$ cat config.mk
export PLATFORM = sky130hd
export DESIGN_NAME = i2s_sample_tx_flat
export DESIGN_NICKNAME = d
export VERILOG_FILES = /design/src/rtl/i2s_sample_tx_pkg.sv /design/src/rtl/i2s_sample_tx_if.sv /design/src/rtl/i2s_sample_tx_bclk_gen.sv /design/src/rtl/i2s_sample_tx.sv /design/src/flat_wrapper.sv
export SDC_FILE = /design/constraint.sdc
export NUM_CORES = 1
export LEC_CHECK = 0
export ABC_CLOCK_PERIOD_IN_PS = 6390
export BUFFER_PORTS_ARGS = -buffer_cell sky130_fd_sc_hd__buf_2
export CAP_MARGIN = 20
export CORE_UTILIZATION = 35
export CTS_BUF_LIST = sky130_fd_sc_hd__clkbuf_2 sky130_fd_sc_hd__clkbuf_4 sky130_fd_sc_hd__clkbuf_8
export DETAILED_ROUTE_END_ITERATION = 7
export PLACE_DENSITY = 0.52
export SYNTH_ARGS = -nofsm -noshare
export SYNTH_HDL_FRONTEND = slang
export SYNTH_SLANG_ARGS = --single-unit
$ cat constraint.sdc
create_clock -name clk -period 6.39 [get_ports clk]
set_input_delay 0 -clock clk [delete_from_list [all_inputs] [get_ports clk]]
set_output_delay 0 -clock clk [all_outputs]
set_load 0.03 [all_outputs]
$ cat src/rtl/i2s_sample_tx_pkg.sv
// Shared frame geometry and FSM encoding for the I2S sample transmitter.
package i2s_sample_tx_pkg;

  localparam int SAMPLE_W    = 16;
  localparam int FRAME_SLOTS = 32;
  localparam int SLOT_W      = $clog2(FRAME_SLOTS);

  // Word select is high for these slots; it changes one bit ahead of each MSB.
  localparam logic [SLOT_W-1:0] LR_SLOT_LO = SLOT_W'(15);
  localparam logic [SLOT_W-1:0] LR_SLOT_HI = SLOT_W'(30);

  localparam logic [0:0] ST_IDLE = 1'b0;
  localparam logic [0:0] ST_RUN  = 1'b1;

endpackage

$ cat src/rtl/i2s_sample_tx_if.sv
// Generator-side and codec-side signals of the I2S transmitter, bundled as one port.
interface i2s_sample_tx_if #(
  parameter int SAMPLE_W = i2s_sample_tx_pkg::SAMPLE_W
);

  // Handshake: sampling_pulse is a one-cycle request with no ready/backpressure;
  // new_sample_ready is a one-cycle valid that qualifies sample in that cycle only.
  logic                enable;
  logic [SAMPLE_W-1:0] sample;
  logic                new_sample_ready;
  logic                sampling_pulse;
  logic                bclk;
  logic                lrclk;
  logic                sdata;
  logic                underrun;
  logic                rise_tick;
  logic [0:0]          dbg_state;

  modport master (
    input  enable, sample, new_sample_ready,
    output sampling_pulse, bclk, lrclk, sdata, underrun, rise_tick, dbg_state
  );

  modport slave (
    output enable, sample, new_sample_ready,
    input  sampling_pulse, bclk, lrclk, sdata, underrun, rise_tick, dbg_state
  );

endinterface

$ cat src/rtl/i2s_sample_tx_bclk_gen.sv
// Bit-clock divider: toggles bclk every BCLK_DIV cycles while running, with edge strobes.
module i2s_sample_tx_bclk_gen #(
  parameter int BCLK_DIV = 16
) (
  input  logic clk,
  input  logic reset,
  input  logic run_i,
  output logic bclk_o,
  output logic fall_tick_o,
  output logic rise_tick_o
);

  localparam int DIV_W = (BCLK_DIV > 1) ? $clog2(BCLK_DIV) : 1;
  localparam logic [DIV_W-1:0] DIV_LAST = DIV_W'(BCLK_DIV - 1);

  logic [DIV_W-1:0] div_q, div_d;
  logic             bclk_q, bclk_d;
  logic             term;

  assign term = run_i && (div_q == DIV_LAST);

  always_comb begin
    div_d  = div_q;
    bclk_d = bclk_q;
    if (!run_i) begin
      div_d  = '0;
      bclk_d = 1'b0;
    end else if (term) begin
      div_d  = '0;
      bclk_d = ~bclk_q;
    end else begin
      div_d  = div_q + DIV_W'(1);
    end
  end

  always_ff @(posedge clk or posedge reset) begin
    if (reset) begin
      div_q  <= '0;
      bclk_q <= 1'b0;
    end else begin
      div_q  <= div_d;
      bclk_q <= bclk_d;
    end
  end

  // Strobes mark the cycle whose closing edge moves bclk.
  assign fall_tick_o = term && bclk_q;
  assign rise_tick_o = term && !bclk_q;
  assign bclk_o      = bclk_q;

endmodule

$ cat src/rtl/i2s_sample_tx.sv
// Paces the sample generator once per frame and shifts each sample out MSB-first on both I2S slots.
module i2s_sample_tx #(
  parameter int BCLK_DIV = 16,
  parameter int SAMPLE_W = i2s_sample_tx_pkg::SAMPLE_W
) (
  input  logic            clk,
  input  logic            reset,
  i2s_sample_tx_if.master bus
);

  import i2s_sample_tx_pkg::*;

  localparam int BIT_W = $clog2(SAMPLE_W);

  logic [0:0]          state_q, state_d;
  logic [SLOT_W-1:0]   slot_q, slot_d;
  logic [SAMPLE_W-1:0] holding_q, holding_d;
  logic [SAMPLE_W-1:0] shift_q, shift_d;
  logic                fresh_q, fresh_d;
  logic                lrclk_q, lrclk_d;
  logic                sdata_q, sdata_d;

  logic run, fall_tick, rise_tick, bclk;
  logic frame_wrap, frame_start;

  function automatic logic slot_lr(input logic [SLOT_W-1:0] s);
    return (s >= LR_SLOT_LO) && (s <= LR_SLOT_HI);
  endfunction

  function automatic logic [BIT_W-1:0] slot_bit(input logic [SLOT_W-1:0] s);
    return BIT_W'(SAMPLE_W - 1) - s[BIT_W-1:0];
  endfunction

  assign run = (state_q == ST_RUN);

  i2s_sample_tx_bclk_gen #(
    .BCLK_DIV (BCLK_DIV)
  ) u_bclk_gen (
    .clk         (clk),
    .reset       (reset),
    .run_i       (run),
    .bclk_o      (bclk),
    .fall_tick_o (fall_tick),
    .rise_tick_o (rise_tick)
  );

  // A frame starts on leaving IDLE or on the falling edge that closes the last slot;
  // with enable low, that closing edge returns to IDLE instead.
  assign frame_wrap  = fall_tick && (slot_q == SLOT_W'(FRAME_SLOTS - 1));
  assign frame_start = !reset && bus.enable && ((state_q == ST_IDLE) || frame_wrap);

  always_comb begin
    state_d   = state_q;
    slot_d    = slot_q;
    shift_d   = shift_q;
    lrclk_d   = lrclk_q;
    sdata_d   = sdata_q;
    holding_d = holding_q;
    fresh_d   = fresh_q;

    if (frame_start) begin
      state_d = ST_RUN;
      slot_d  = '0;
      shift_d = holding_q;
      lrclk_d = slot_lr('0);
      sdata_d = holding_q[SAMPLE_W-1];
      fresh_d = 1'b0;
    end else if (frame_wrap) begin
      state_d = ST_IDLE;
      slot_d  = '0;
      lrclk_d = 1'b0;
      sdata_d = 1'b0;
    end else if (fall_tick) begin
      slot_d  = slot_q + SLOT_W'(1);
      lrclk_d = slot_lr(slot_d);
      sdata_d = shift_q[slot_bit(slot_d)];
    end

    // A capture coinciding with a load still leaves a fresh sample behind.
    if (bus.new_sample_ready) begin
      holding_d = bus.sample;
      fresh_d   = 1'b1;
    end
  end

  always_ff @(posedge clk or posedge reset) begin
    if (reset) begin
      state_q   <= ST_IDLE;
      slot_q    <= '0;
      holding_q <= '0;
      shift_q   <= '0;
      fresh_q   <= 1'b0;
      lrclk_q   <= 1'b0;
      sdata_q   <= 1'b0;
    end else begin
      state_q   <= state_d;
      slot_q    <= slot_d;
      holding_q <= holding_d;
      shift_q   <= shift_d;
      fresh_q   <= fresh_d;
      lrclk_q   <= lrclk_d;
      sdata_q   <= sdata_d;
    end
  end

  assign bus.sampling_pulse = frame_start;
  assign bus.underrun       = frame_start && !fresh_q;
  assign bus.bclk           = bclk;
  assign bus.lrclk          = lrclk_q;
  assign bus.sdata          = sdata_q;
  assign bus.rise_tick      = rise_tick;
  assign bus.dbg_state      = state_q;

endmodule

$ cat src/flat_wrapper.sv
// flat-port wrapper written by rule: the top's interface ports become plain ports
module i2s_sample_tx_flat import i2s_sample_tx_pkg::*;
#(
  parameter int BCLK_DIV = 16,
  parameter int SAMPLE_W = i2s_sample_tx_pkg::SAMPLE_W
)
  (clk, reset, bus_enable, bus_sample, bus_new_sample_ready, bus_sampling_pulse, bus_bclk, bus_lrclk, bus_sdata, bus_underrun, bus_rise_tick, bus_dbg_state);
  i2s_sample_tx_if #(.SAMPLE_W(SAMPLE_W)) bus_i ();
  input  logic clk;
  input  logic reset;
  input wire logic [$bits(bus_i.enable)-1:0] bus_enable;
  input wire logic [$bits(bus_i.sample)-1:0] bus_sample;
  input wire logic [$bits(bus_i.new_sample_ready)-1:0] bus_new_sample_ready;
  output wire logic [$bits(bus_i.sampling_pulse)-1:0] bus_sampling_pulse;
  output wire logic [$bits(bus_i.bclk)-1:0] bus_bclk;
  output wire logic [$bits(bus_i.lrclk)-1:0] bus_lrclk;
  output wire logic [$bits(bus_i.sdata)-1:0] bus_sdata;
  output wire logic [$bits(bus_i.underrun)-1:0] bus_underrun;
  output wire logic [$bits(bus_i.rise_tick)-1:0] bus_rise_tick;
  output wire logic [$bits(bus_i.dbg_state)-1:0] bus_dbg_state;
  assign bus_i.enable = bus_enable;
  assign bus_i.sample = bus_sample;
  assign bus_i.new_sample_ready = bus_new_sample_ready;
  assign bus_sampling_pulse = bus_i.sampling_pulse;
  assign bus_bclk = bus_i.bclk;
  assign bus_lrclk = bus_i.lrclk;
  assign bus_sdata = bus_i.sdata;
  assign bus_underrun = bus_i.underrun;
  assign bus_rise_tick = bus_i.rise_tick;
  assign bus_dbg_state = bus_i.dbg_state;
  i2s_sample_tx #(.BCLK_DIV(BCLK_DIV), .SAMPLE_W(SAMPLE_W)) u_core (.clk(clk), .reset(reset), .bus(bus_i));
endmodule
==> impl_metrics.csv <==
group,metric,value,unit
timing,setup_viol,0,
clock_tree,cts_buffers,5,
yosys,synth_top_area_frac,0.551,
clock_tree,clock_latency,0.30,ns
clock_tree,tritoncts,"yes",
routing,drt_iter0_drc,63,
routing,final_antenna_net_count,0,
place,dp_slack,3.98,ns
cells_and_area,antenna_cells,0,
yosys,synth-edff-count,0,
timing,hold_violations,0,
yosys,synth_cell_types,37,
die,die-area,6290,um2
yosys,ys_top_cells_by_area,"dfrtp_1 (55%), mux2_2 (18%), ha_1 (2.4%), mux4_2 (2.2%), nand2_1 (2.0%)",
setup_path,cp_max_fo,19,
die,fp.dieW,79.3,um
setup_path,cp.required,6.39,ns
grt,top_usage_layer,"met2",
grt,use_met3,0.0345,
cells_and_area,fillers,535,
flow_run,maxCapViolCount,0,
clock_tree,clkSinkCount,46,
clock_tree,cts-resized-gates,0,
setup_path,path_class,"flip-flop to primary output",
clock_tree,ctsHoldBuffers,18,
setup_path,cp.arrival,2.47,ns
timing,whs,0.152,ns
timing,worst_pin_slew,0.579,ns
place,hpwl,2710,um
routing,post_drt_wl_per_cell,13.5,um
cells_and_area,finish.utilization,0.460,
yosys,synth_async_sr_flop_share,1.00,
timing,clock.fmax,405,MHz
routing,vias,1439,
power_and_ir_drop,powerDensity,215,nW/um2
yosys,ys.flop_type,"dfrtp_1",
place,port_buffers,26,
grt,grt_pass1_vias,1491,
die,start_util,0.371,
grt,track_usage,0.139,
power_and_ir_drop,pwr-share-comb,0.062,
clock_tree,cts_buffer_depth,2,
routing,vias_per_cell,5.01,
timing,tns,0,ns
cells_and_area,final_nets,238,
yosys,yosysWarnings,0,
yosys,synth-seq-cells,46,
power_and_ir_drop,p_sw,116,uW
routing,dr.pass1.iters,4,
power_and_ir_drop,leakagePower,1.21,nW
routing,finalWirelength,3890,um
die,die_y,79.3,um
power_and_ir_drop,sw_frac_of_total,0.207,
power_and_ir_drop,power.internal,443,uW
grt,antenna_found_initial,0,
timing,maxSlewViolCount,0,
timing,period_minus_slack,2.47,ns
yosys,ys_seq_area_frac,0.551,
clock_tree,htree_levels,2,
grt,grt_pass1_wl,6620,um
run_status,status,"completed",
power_and_ir_drop,ir_drop,0.000105,V
clock_tree,cts_setup_buffers,0,
hold_path,hold_path.class,"primary input to flip-flop",
power_and_ir_drop,clock_power_share,0.390,
clock_tree,path_clk_slew,0.09,ns
grt,grt_max_degree,47,
timing,fin_crit_sh,0.387,
timing,slew_headroom,0.614,
cells_and_area,drive_gt1_frac,0.344,
yosys,syn_nets,191,
setup_path,critPathLaunchType,"flip-flop",
grt,grt_util_met2,0.240,
timing,setup_ws,3.92,ns
clock_tree,cts_root_buffer,"clkbuf_8",
grt,grtUsageMet1,0.161,
yosys,post_synth.cell_area_avg,12.5,um2
die,boundaryPins,27,
yosys,syn_inst,167,
timing,fin_worst_skew,0.00623,ns
power_and_ir_drop,seq_power_share,0.548,
setup_path,critPathCaptureType,"primary output",
timing,rsz0062_at_grt,"false",
routing,drc,0,
die,rows,27,
cells_and_area,areaGrowthSynthToFinish,24.0,%
place,gp_congestion,0.777,
die,core,5640,um2
yosys,syn_area,2090,um2
grt,grt_overflow,0,
yosys,yosysTopAreaCell,"dfrtp_1",
-- through the flow --
| step | power, mW | area (um2) | instances |
|---|---|---|---|
| 3_3_place_gp | 0.337 | 2300 | 261 |
| 2_1_floorplan | 0.328 | 2090 | 167 |
| 6_report | 0.559 | 2590 | 287 |
| 5_1_grt | 0.586 | 2590 | 287 |
| 4_1_cts | 0.569 | 2590 | 287 |
| 3_5_place_dp | 0.340 | 2300 | 261 |
-- routing by layer --
layer	part of all wire	wire, um
met5	0	0
met4	0.015	57
met3	0.032	125
met2	0.49	1900
met1	0.46	1800
-- cells in the final DEF, fill, tap and decap left out, types with 2 or more instances in the layout --
master,n
xor2_1,2
a31oi_1,2
o21ai_1,2
a21oi_1,5
clkbuf_8,5
o21ai_0,7
nand3_1,3
dlygate4sd3_1,18
inv_1,3
mux4_2,2
ha_1,4
nand2_1,11
nor3b_1,2
and2_1,2
dfrtp_1,46
mux2_2,33
buf_2,26
and3_1,5
xnor2_1,4
nor2_1,6
nand2b_1,5
-- critical path: stages, from the launching register on --
cell and delay [ns]:
dfrtp_1 0.56, ha_1 0.34, and3_1 0.19, ha_1 0.22, nand2_1 0.06, nand2_1 0.10
nand2_2 0.29, nor2_1 0.17, buf_2 0.22
-- area by class of cell --
type / instances / area [um2] / share of cell area
tap: 72 / 90.1 / 0.0347
timing repair buffer: 45 / 318 / 0.123
inverter: 4 / 15.0 / 0.00579
sequential: 46 / 1150 / 0.444
clock inverter: 2 / 37.5 / 0.0145
multi-input combinational: 112 / 905 / 0.349
clock buffer: 6 / 76.3 / 0.0294
-- state kept, by name (all words and copies together), names as in the netlist, 4 cells and up --
register                 flops
u_core.holding_q            16
u_core.shift_q              16
u_core.slot_q                5
u_core.u_bclk_gen.div_q      4
-- logic make-up (layout without fill, tap and decap cells) --
logic type                 count (synthesis)  count (layout)  share of synthesized area
muxes                                     36              36                      0.204
DFF                                       46              46                      0.551
and+or+nand+nor                           42              42                      0.107
adders and majority gates                  4               4                     0.0239
AOI/OAI and AO/OA                         24              24                     0.0724
xor gates and xnor gates                   6               6                     0.0251
buffers and inverters                      9              57                     0.0167
-- final timing paths --
kind	startpoint	cells after the start	end	slack, ns
max in group asynchronous	reset	4	u_core.holding_q[8]$_DFFE_PP0P_	5.59
min reg2reg	u_core.u_bclk_gen.div_q[0]$_DFF_PP0_	1	u_core.u_bclk_gen.div_q[0]$_DFF_PP0_	0.48
min	bus_new_sample_ready	2	u_core.fresh_q$_DFFE_PP0P_	0.15
min in group asynchronous	reset	4	u_core.bus.dbg_state$_DFFE_PP0P_	0.39
max reg2reg	u_core.slot_q[0]$_DFFE_PP0P_	6	u_core.bus.sdata$_DFFE_PP0P_	3.99
max	u_core.slot_q[0]$_DFFE_PP0P_	8	bus_underrun	3.92
-- power by group through the flow --
stage,Combinational (mW),Sequential [mW],Clock (mW)
final,0.0344,0.306,0.218
after global routing,0.0386,0.308,0.239
after CTS,0.0353,0.307,0.227
after detailed placement,0.0270,0.313,0
after global placement,0.0255,0.312,0
after floorplan,0.0178,0.310,0
-- Yosys cell counts, types with 3 or more instances --
library cell  instances
clkbuf_1              4
nand2b_1              5
nand2_1              11
o21ai_0               7
xnor2_1               4
ha_1                  4
a21oi_1               5
nor2_1                6
mux2_2               33
and3_1                5
dfrtp_1              46
inv_1                 4
nand3_1               3
Note: power is estimated with default switching activity, not from simulation.
